**src/rtl/mem_wb_stage.sv**
```systemverilog
// rtl/mem_wb_stage.sv - MEM/WB pipeline stage with 2-entry skid buffer and writeback decode
module mem_wb_stage #(
  parameter int DATA_W     = 32,
  parameter int REG_AW     = 5,
  parameter int ZERO_GUARD = 1
) (
  input  logic              clk,
  input  logic              rst_n,
  input  logic              flush,
  input  logic              in_valid,
  output logic              in_ready,
  input  logic [DATA_W-1:0] in_mem_rdata,
  input  logic [DATA_W-1:0] in_alu_res,
  input  logic [REG_AW-1:0] in_rd,
  input  logic [1:0]        in_wb,
  output logic              out_valid,
  input  logic              out_ready,
  output logic [DATA_W-1:0] out_mem_rdata,
  output logic [DATA_W-1:0] out_alu_res,
  output logic [REG_AW-1:0] out_rd,
  output logic              out_reg_write,
  output logic              out_mem_to_reg,
  output logic [DATA_W-1:0] wb_data,
  output logic              fwd_valid
);

  typedef enum logic [1:0] {EMPTY, ONE, TWO} state_t;

  state_t              state;
  logic                in_ready_q;
  logic                out_valid_q;

  logic [DATA_W-1:0]   main_mem, main_alu;
  logic [REG_AW-1:0]   main_rd;
  logic                main_rw, main_m2r;

  logic [DATA_W-1:0]   skid_mem, skid_alu;
  logic [REG_AW-1:0]   skid_rd;
  logic                skid_rw, skid_m2r;

  logic                accept, drain, in_rw;

  assign accept = in_valid & in_ready_q;
  assign drain  = out_valid_q & out_ready;

  // RegWrite is qualified once at capture so the r0 guard costs nothing on the output path
  assign in_rw  = in_wb[1] & ((ZERO_GUARD == 0) || (in_rd != '0));

  always_ff @(posedge clk or negedge rst_n) begin
    if (!rst_n) begin
      state       <= EMPTY;
      in_ready_q  <= 1'b1;
      out_valid_q <= 1'b0;
      main_mem    <= '0;
      main_alu    <= '0;
      main_rd     <= '0;
      main_rw     <= 1'b0;
      main_m2r    <= 1'b0;
      skid_mem    <= '0;
      skid_alu    <= '0;
      skid_rd     <= '0;
      skid_rw     <= 1'b0;
      skid_m2r    <= 1'b0;
    end else if (flush) begin
      state       <= EMPTY;
      in_ready_q  <= 1'b1;
      out_valid_q <= 1'b0;
    end else begin
      case (state)
        EMPTY: begin
          if (accept) begin
            main_mem    <= in_mem_rdata;
            main_alu    <= in_alu_res;
            main_rd     <= in_rd;
            main_rw     <= in_rw;
            main_m2r    <= in_wb[0];
            out_valid_q <= 1'b1;
            state       <= ONE;
          end
        end
        ONE: begin
          if (accept && drain) begin
            main_mem <= in_mem_rdata;
            main_alu <= in_alu_res;
            main_rd  <= in_rd;
            main_rw  <= in_rw;
            main_m2r <= in_wb[0];
          end else if (accept) begin
            skid_mem   <= in_mem_rdata;
            skid_alu   <= in_alu_res;
            skid_rd    <= in_rd;
            skid_rw    <= in_rw;
            skid_m2r   <= in_wb[0];
            in_ready_q <= 1'b0;
            state      <= TWO;
          end else if (drain) begin
            out_valid_q <= 1'b0;
            state       <= EMPTY;
          end
        end
        TWO: begin
          if (drain) begin
            main_mem   <= skid_mem;
            main_alu   <= skid_alu;
            main_rd    <= skid_rd;
            main_rw    <= skid_rw;
            main_m2r   <= skid_m2r;
            in_ready_q <= 1'b1;
            state      <= ONE;
          end
        end
        default: begin
          state       <= EMPTY;
          in_ready_q  <= 1'b1;
          out_valid_q <= 1'b0;
        end
      endcase
    end
  end

  assign in_ready       = in_ready_q;
  assign out_valid      = out_valid_q;
  assign out_mem_rdata  = main_mem;
  assign out_alu_res    = main_alu;
  assign out_rd         = main_rd;
  assign out_mem_to_reg = main_m2r;
  // Stale data may linger after a drain or flush; never let it look like a write
  assign out_reg_write  = main_rw & out_valid_q;
  assign fwd_valid      = out_reg_write;
  assign wb_data        = main_m2r ? main_mem : main_alu;

endmodule

```
**config.mk**
```make
export PLATFORM = sky130hd
export DESIGN_NAME = mem_wb_stage
export DESIGN_NICKNAME = d
export VERILOG_FILES = /design/src/rtl/mem_wb_stage.sv
export SDC_FILE = /design/constraint.sdc
export NUM_CORES = 1
export LEC_CHECK = 0
export ABC_CLOCK_PERIOD_IN_PS = 2700
export CORE_ASPECT_RATIO = 0.8
export CORE_UTILIZATION = 37
export DETAILED_ROUTE_END_ITERATION = 7
export HOLD_SLACK_MARGIN = 0.02
export PLACE_DENSITY = 0.75
export SLEW_MARGIN = 20
export SYNTH_ARGS = -nofsm -noshare
export SYNTH_HDL_FRONTEND = slang
export SYNTH_SLANG_ARGS = --single-unit
```
**constraint.sdc**
```tcl
create_clock -name clk -period 2.7 [get_ports clk]
set_input_delay 0.54 -clock clk [delete_from_list [all_inputs] [get_ports clk]]
set_output_delay 0.54 -clock clk [all_outputs]
set_load 0.005 [all_outputs]
```
==> impl_metrics.ini, run 1 <==
[outcome]
status = finished clean

[floorplan]
die_y_um = 125
core_area_sq_um = 18400
ios = 182
dieArea_sq_um = 19500
die_w_um = 156
start_util_pct = 38.2
row_count = 44

[worst_setup_path]
reg2reg_depth = 4
crit_fanout = 18
start_kind = flip-flop
crit_type = reg -> out
crit_arrival_ns = 1.89
end_kind = output pin
crit_required_ns = 2.16

[pwr]
combinationalPowerShare_pct = 40.7
power_frac_seq_pct = 37.3
p_leak_uw = 0.00412
power_density_nw_per_um2 = 1120
p_clk_share_pct = 22.0
p_switching_uw = 2950
p_int_uw = 7900
ir_drop_mv = 0.604
netSwitchingFraction_pct = 27.2

[sta]
slew_headroom_pct = 47.0
maxSlewViolCount = 0
setup_viol = 0
finClkSkew_ns = 0.00682
finalSetupTns_ns = 0
max_freq_ghz = 0.411
timing.final.crit_share_pct = 90.0
fin_hold_ws_ns = 0.214
hold_violations = 0
grt_setup_unrepaired = no
min_period_ns = 2.43
tightest_slew_ns = 0.794

[detailed_routing]
drt_wl_total_mm = 15.6
viasPerCell = 4.89
wire_per_inst_um = 17.4
drt-initial-drc-count = 148
detail-route-antenna-nets = 0
first_pass_iters = 4
drc = 0
route.vias.total = 4379

[placement]
port_buffers = 181
dp_cells = 864
placed_area_sq_um = 9050
gp_routability_congestion = 0.779
dp_hpwl_mm = 10.2

[global_routing]
grt-ovfl-total = 0
antenna_found_initial = 0
grt_usage_pct = 16.8
grt_max_degree = 147
grt_pass1_wl_mm = 25.1
grt_pass1_vias = 4746

[clocking]
cts_setup_buffers = 0
ctsHoldBuffers = 0
cts_buffer_depth = 2
tritoncts = done
numCtsBuffers = 17
clock_tree.root_cell = clkbuf_16
clk_latency_ns = 0.42
ctsResizeCount = 0
clkTransAtPathRegs_ns = 0.06
clock-sinks = 146
h-tree-depth = 4

[synthesis]
netlist_area_sq_um = 7020
ys_warn_count = 0
yosys-top-cells-area = dfrtp_1, mux2_2, mux2_4
yosysTopAreaCell = dfrtp_1
syn_nets = 526
synth_area_per_cell_sq_um = 15.6
synth_seq_cells = 146
yosysSeqAreaShare_pct = 52.0
synth_cells = 450
synth_top_area_share_pct = 51.7
synth_cell_types = 32

[worst_hold_path]
hp-class = in -> async

[flow_run]
max-cap-violations = 0

[layout]
nFillCells = 1580
fin_util_pct = 52.5
diodes = 0
multi_input_comb_area_sq_um = 3130
seq_area_sq_um = 3660
fin_cells = 896
postLayoutCellArea_sq_um = 9650
nNetsFinal = 706
drive_gt1_share_pct = 41.7
areaGrowthSynthToFinish_pct = 37.4
## worst max-delay path: stages, from the launching register on
cell,delay (ns)
dfrtp_2,0.36
buf_4,0.28
mux2_2,0.38
clkdlybuf4s50_1,0.45
## synthesized netlist by cell type, drive strengths merged
cell / number
o21ai: 3
nor3: 2
a21boi: 1
dfstp: 1
a22oi: 1
o22ai: 2
a2bb2oi: 1
a31oi: 1
nand2b: 1
and2: 2
a21oi: 2
nor2b: 2
clkbuf: 5
xnor2: 1
inv: 2
dfrtp: 145
o21bai: 1
mux2: 243
nand2: 3
and3b: 1
o21a: 1
nand3: 1
buf: 24
or4: 1
nor2: 3
## kinds of logic after synthesis
group | after synthesis | synth area share, %
xor gates and xnor gates | 1 | 0.125
DFF | 146 | 52.0
and+or+nand+nor | 16 | 1.25
muxes | 243 | 41.6
buffers and inverters | 31 | 3.74
AOI/OAI and AO/OA | 13 | 1.23
## final timing paths
kind	startpoint	endpoint	slack, ns
max	out_mem_to_reg	wb_data[8]	0.27
min	rst_n	out_alu_res[2]	0.21
max reg2reg	state[0]	out_alu_res[26]	0.63
min reg2reg	main_rw	main_rw	0.50
max in group asynchronous	rst_n	out_mem_rdata[15]	1.87
min in group clk	main_rw	main_rw	0.50
## per-layer routing
metal | wire (um) | GRT usage (%) | up-vias
li1 | - | - | 1984
met1 | 7100 | 21.0 | 2242
met2 | 7420 | 27.7 | 133
met3 | 894 | 4.92 | 20
met4 | 198 | 5.82 | 0
met5 | 0 | 0 | -
## metrics by stage
stage               worst slack (ns)  total power, uW
global placement               0.278             8330
finish                         0.270            10800
detailed placement             0.232             8510
global route                   0.172            11500
floorplan                      0.881             6050
CTS                            0.227            11000
## area by class of cell
class / instances / area share (%)
well taps: 253 / 3.28
inverters: 2 / 0.0778
multi-input cells: 273 / 32.5
clock inverters: 13 / 1.67
flip-flops and latches: 146 / 37.9
clock buffers: 19 / 4.49
repair buffers: 190 / 20.1
## cells in the final DEF (no fill, tap or decap), types with 2 or more instances in the layout
cell type          n
nor2_1             3
o21ai_0            2
and2_1             2
clkbuf_1           2
a21oi_1            2
clkinv_4           2
buf_4              4
clkinvlp_4         4
inv_1              2
mux2_4            50
mux2_2           173
dfrtp_1          144
clkinv_2           3
clkbuf_16         17
nor3_1             2
mux2_1            20
o22ai_1            2
bufinv_16          3
buf_12             5
nand2_1            3
clkdlybuf4s50_1  180
## power by group through the flow
| stage | combinational (uW) | sequential [uW] | clock (uW) |
|---|---|---|---|
| after floorplan | 2190 | 3860 | 0 |
| after global placement | 4350 | 3980 | 0 |
| after detailed placement | 4450 | 4060 | 0 |
| after CTS | 4480 | 4050 | 2460 |
| after global routing | 4720 | 4190 | 2570 |
| final | 4410 | 4050 | 2390 |
(Power assumes the default switching activity.)
==> inputs of run 2 (changes only) <==
--- a/config.mk
+++ b/config.mk
@@ -9,6 +9,7 @@
 export CORE_ASPECT_RATIO = 0.8
 export CORE_UTILIZATION = 37
 export DETAILED_ROUTE_END_ITERATION = 7
+export GPL_TIMING_DRIVEN = 0
 export HOLD_SLACK_MARGIN = 0.02
 export PLACE_DENSITY = 0.75
 export SLEW_MARGIN = 20
==> run 2 against run 1 <==
Combinational power rose by 2%. Cell area rose by 1.9%. Cell count rose by 2.2%. Largest power group unchanged. Power rose by 2.3%. Global-route usage rose by 1.1 points. Via count rose by 1.5%. Sequential share of layout area fell by 0.72 points.
==> impl_metrics.ini, run 2 (synthesis gave the netlist of run 1 again) <==
[floorplan]
core_area_sq_um = 18400
row_count = 44
ios = 182
start_util_pct = 38.2
die_y_um = 125
dieArea_sq_um = 19500
die_w_um = 156

[layout]
nFillCells = 1516
drive_gt1_share_pct = 43.4
diodes = 0
mostFrequentLayoutCells = clkdlybuf4s50_1, mux2_2, dfrtp_1
postLayoutCellArea_sq_um = 9840
fin_util_pct = 53.5
areaGrowthSynthToFinish_pct = 40.0
nNetsFinal = 726
mostFrequentLayoutCell = clkdlybuf4s50_1

[placement]
placed_area_sq_um = 9190
dp_worst_setup_slack_ns = -0.0611
dp_hpwl_mm = 11.8
port_buffers = 181
gp_routability_congestion = 0.762

[sta]
timing.final.crit_share_pct = 94.2
min_period_ns = 2.54
hold_violations = 0
setup_viol = 0
grt_setup_unrepaired = no
slew_headroom_pct = 52.5
tightest_slew_ns = 0.712
maxSlewViolCount = 0
worst_slack_ns = 0.156
finalSetupTns_ns = 0
max_freq_ghz = 0.393
finClkSkew_ns = 0.0121

[worst_setup_path]
max_stage_delay_ns = 0.49
crit_fanout = 10
slowest_stage = dfrtp_2
crit_arrival_ns = 2.00
start_kind = flip-flop
critical_path_buf_inv_count = 2
cp_cell_sequence = clkbuf_4 -> mux2_2 -> clkdlybuf4s50_1
crit_required_ns = 2.16
end_kind = output pin
crit_type = reg -> out
crit_family = buffers and inverters

[pwr]
total_power_uw = 11100
p_switching_uw = 2960
combinationalPowerShare_pct = 40.5
netSwitchingFraction_pct = 26.7
p_leak_uw = 0.00424
ir_drop_mv = 0.657
power_density_nw_per_um2 = 1130
p_clk_share_pct = 23.0
power_frac_seq_pct = 36.5
p_int_uw = 8130

[global_routing]
antenna_found_initial = 0
grt_pass1_vias = 4907
grt_pass1_wl_mm = 26.7
grt-ovfl-total = 0
grt_max_degree = 84
grt_usage_pct = 17.9

[detailed_routing]
first_pass_iters = 4
wire_per_inst_um = 18.1
drc = 0
detail-route-antenna-nets = 0
drt_wl_total_mm = 16.6
viasPerCell = 4.85
route.vias.total = 4443
drt-initial-drc-count = 115

[clocking]
clock_tree.root_cell = clkbuf_16
clk_latency_ns = 0.41
clkTransAtPathRegs_ns = 0.06
clock-sinks = 146
tritoncts = done
numCtsBuffers = 17
cts_buffer_depth = 2
h-tree-depth = 4
ctsHoldBuffers = 0

[outcome]
status = finished clean

[flow_run]
max-cap-violations = 0

[worst_hold_path]
hp-class = in -> async
[run 2: changes by cell type in the layout (fill, tap and decap cells not counted), moves of 2 or more]
cell      delta
buf_2       +14
clkbuf_8     +3
buf_12       +2
buf_4        -2
clkbuf_4     +2
[run 2: power groups by stage]
| stage | Sequential (uW) | Combinational, uW | Clock, uW |
|---|---|---|---|
| after CTS | 4050 | 4560 | 2610 |
| after global routing | 4210 | 4810 | 2730 |
| after global placement | 3970 | 4450 | 0 |
| after floorplan | 3860 | 2190 | 0 |
| after detailed placement | 4040 | 4540 | 0 |
| final | 4050 | 4490 | 2550 |
[run 2: per-stage QoR]
stage	cells	hold slack (ns)
3_3_place_gp	884	0.473
3_5_place_dp	885	0.487
2_1_floorplan	450	0.244
6_report	916	0.0541
4_1_cts	916	0.0666
5_1_grt	916	0.0804
[run 2: repair_timing]
item                                    in CTS  in global routing
resized for setup                            6                  0
endpoints found under the setup margin      29                  0
buffers inserted                             0                  0
[run 2: area by class of cell]
class	count	area, sq um	area share (%)
flip-flops and latches	146	3660	37.2
clock buffers	20	467	4.74
inverters	2	7.51	0.0763
multi-input cells	273	3110	31.6
well taps	253	317	3.22
plain buffers	28	260	2.65
clock inverters	12	179	1.82
repair buffers	182	1840	18.7
[run 2: metal layers]
layer / GRT usage (%) / vias up / part of all wire, %
met5: 0 / - / 0
met4: 4.44 / 0 / 0.77
met3: 5.16 / 11 / 5.4
met2: 29.1 / 142 / 47
met1: 23.4 / 2261 / 46
li1: - / 2029 / -
[run 2: worst paths after layout]
check,endpoint,startpoint,slack (ns),cells past startpoint
worst min-delay path,out_alu_res[0],rst_n,0.05,1
max in group asynchronous,in_ready,rst_n,1.84,2
worst max register to register,out_alu_res[21],state[0],0.67,5
worst min register to register,skid_alu[11],skid_alu[11],0.50,1
min in group clk,skid_alu[11],skid_alu[11],0.50,1
worst max-delay path,wb_data[18],out_mem_to_reg,0.16,3
==> edit: new RTL, config.mk and constraints of run 2 <==
`REG_AW`: 5 -> 4.
--- a/src/rtl/mem_wb_stage.sv
+++ b/src/rtl/mem_wb_stage.sv
@@ -3,3 +3,3 @@
   parameter int DATA_W     = 32,
-  parameter int REG_AW     = 5,
+  parameter int REG_AW     = 4,
   parameter int ZERO_GUARD = 1
Interface: changed (resized in_rd and out_rd); port bits go from 182 to 180. No check against the original RTL was run, so the function may have changed too.
==> edit against run 2 <==
Wire length grew 11%; final area shrank 1.7%; setup slack gained 27 ps; first-iteration DRC count grew 83%; total power shrank 2.8%; area after synthesis shrank 1.3%; sequential cell count shrank 2; clock power shrank 8.2%; largest cell class unchanged.
==> edit: results (changes against run 2) <==
YS warnings=0 (unchanged); Worst Path Max Fanout=10 (unchanged); fill count=1,529 (+0.86%); routability cong.=0.813 (+6.7%); post-synthesis sequential area ratio=52.0% (about the same); Synth cell types=31 (-3.1%); CTS buffer count=17 (unchanged); Final Skew=8.12 ps (-4.00 ps); crit-path leading delay family=buffers and inverters; outcome=complete, no violations; largest net degree at the start of global routing=74 (-12%); clk root buf=clkbuf_16; routed wire length per instance=18.4 um (+1.9%); drt initial violations=210 (+83%); layout cells sized above 1=32.1% (-11 points); area of the multi-input gates=0.00300 mm2 (-3.5%); worst vdd ir=536 uV (-18%); CP arrival=1980 ps (-20 ps); gr usage total=20.0% (+2.1 points); Clock Tree Buf Depth=2 (unchanged); Static Leak=3.89 nW (-8.4%); switching pwr=3.21 mW (+8.5%); Final #Nets=803 (+11%); Syn Nets=605 (+15%); Clk network pwr share=21.7% (-1.3 points); vias per cell=5.05 (+4.2%); DR pass1 iterations=4 (unchanged); Rel. slew slack=62.1% (+9.6 points); first-pass GRT wire length=29.3 mm (+9.6%); placed inst area=0.00907 mm2 (-1.2%); number of global-route vias before repair=5,331 (+8.6%); HPWL Detailed=13.0 mm (+11%); Post-synth top cells=dfrtp_1, mux2_2, o21ai_0; PwrDens=1120 mW/mm2 (-1.1%); IO buf count=179 (-1.1%); Synth area leaders=dfrtp_1, mux2_2, mux2i_1; CP max stage delay=460 ps (-30 ps); clock transition at the registers of the reported paths=60 ps (about the same); post-CTS setup buffer count=0 (unchanged); dpl ws=-214 ps (-153 ps)
## edit: worst paths after layout
check | to | cells after the start | start | slack [ps]
setup / recovery | wb_data[22] | 3 | out_mem_to_reg | 180
hold / removal | out_mem_rdata[17] | 1 | rst_n | 70
setup reg to reg | out_alu_res[28] | 6 | out_valid | 780
hold reg to reg | skid_rw | 2 | skid_rw | 500
max in group asynchronous | in_ready | 2 | rst_n | 1850
min in group clk | skid_rw | 2 | skid_rw | 500
## edit: area by class of cell
| type | instances | area share (%) |
|---|---|---|
| flip-flops and latches | 144 | 37.3 |
| multi-input cells | 340 | 31.0 |
| repair buffers | 180 | 18.9 |
| clock buffers | 28 | 5.34 |
| plain buffers | 43 | 3.40 |
| well taps | 253 | 3.27 |
| clock inverters | 4 | 0.750 |
| inverters | 2 | 0.0776 |
## edit: per-stage QoR
step | setup TNS, ps | std cells
2_1_floorplan | 0 | 530
3_3_place_gp | -655690 | 962
3_5_place_dp | -12470 | 963
4_1_cts | 0 | 994
5_1_grt | 0 | 994
6_report | 0 | 994
## edit: cells by family (layout without fill, tap and decap cells)
group           count (synthesis)  in the layout  synth area share [%]
mux                           170            170                  26.4
compound gates                151            151                  15.1
flops                         144            144                  52.0
buf+inv                        46            257                  4.75
simple gates                   18             18                  1.64
xor+xnor                        1              1                 0.126
## edit: routing by layer
layer  wire length [um]  global-route usage (%)  vias up
li1                   -                       -     2326
met1               8380                    26.9     2517
met2               8590                    31.0      157
met3                972                    4.94       24
met4                354                    7.51        0
met5                  0                       0        -
## edit: repair_timing
action                     4_1_cts  5_1_grt
setup endpoints to repair       29        8
resized for setup                6        2
pin swaps                        0        0
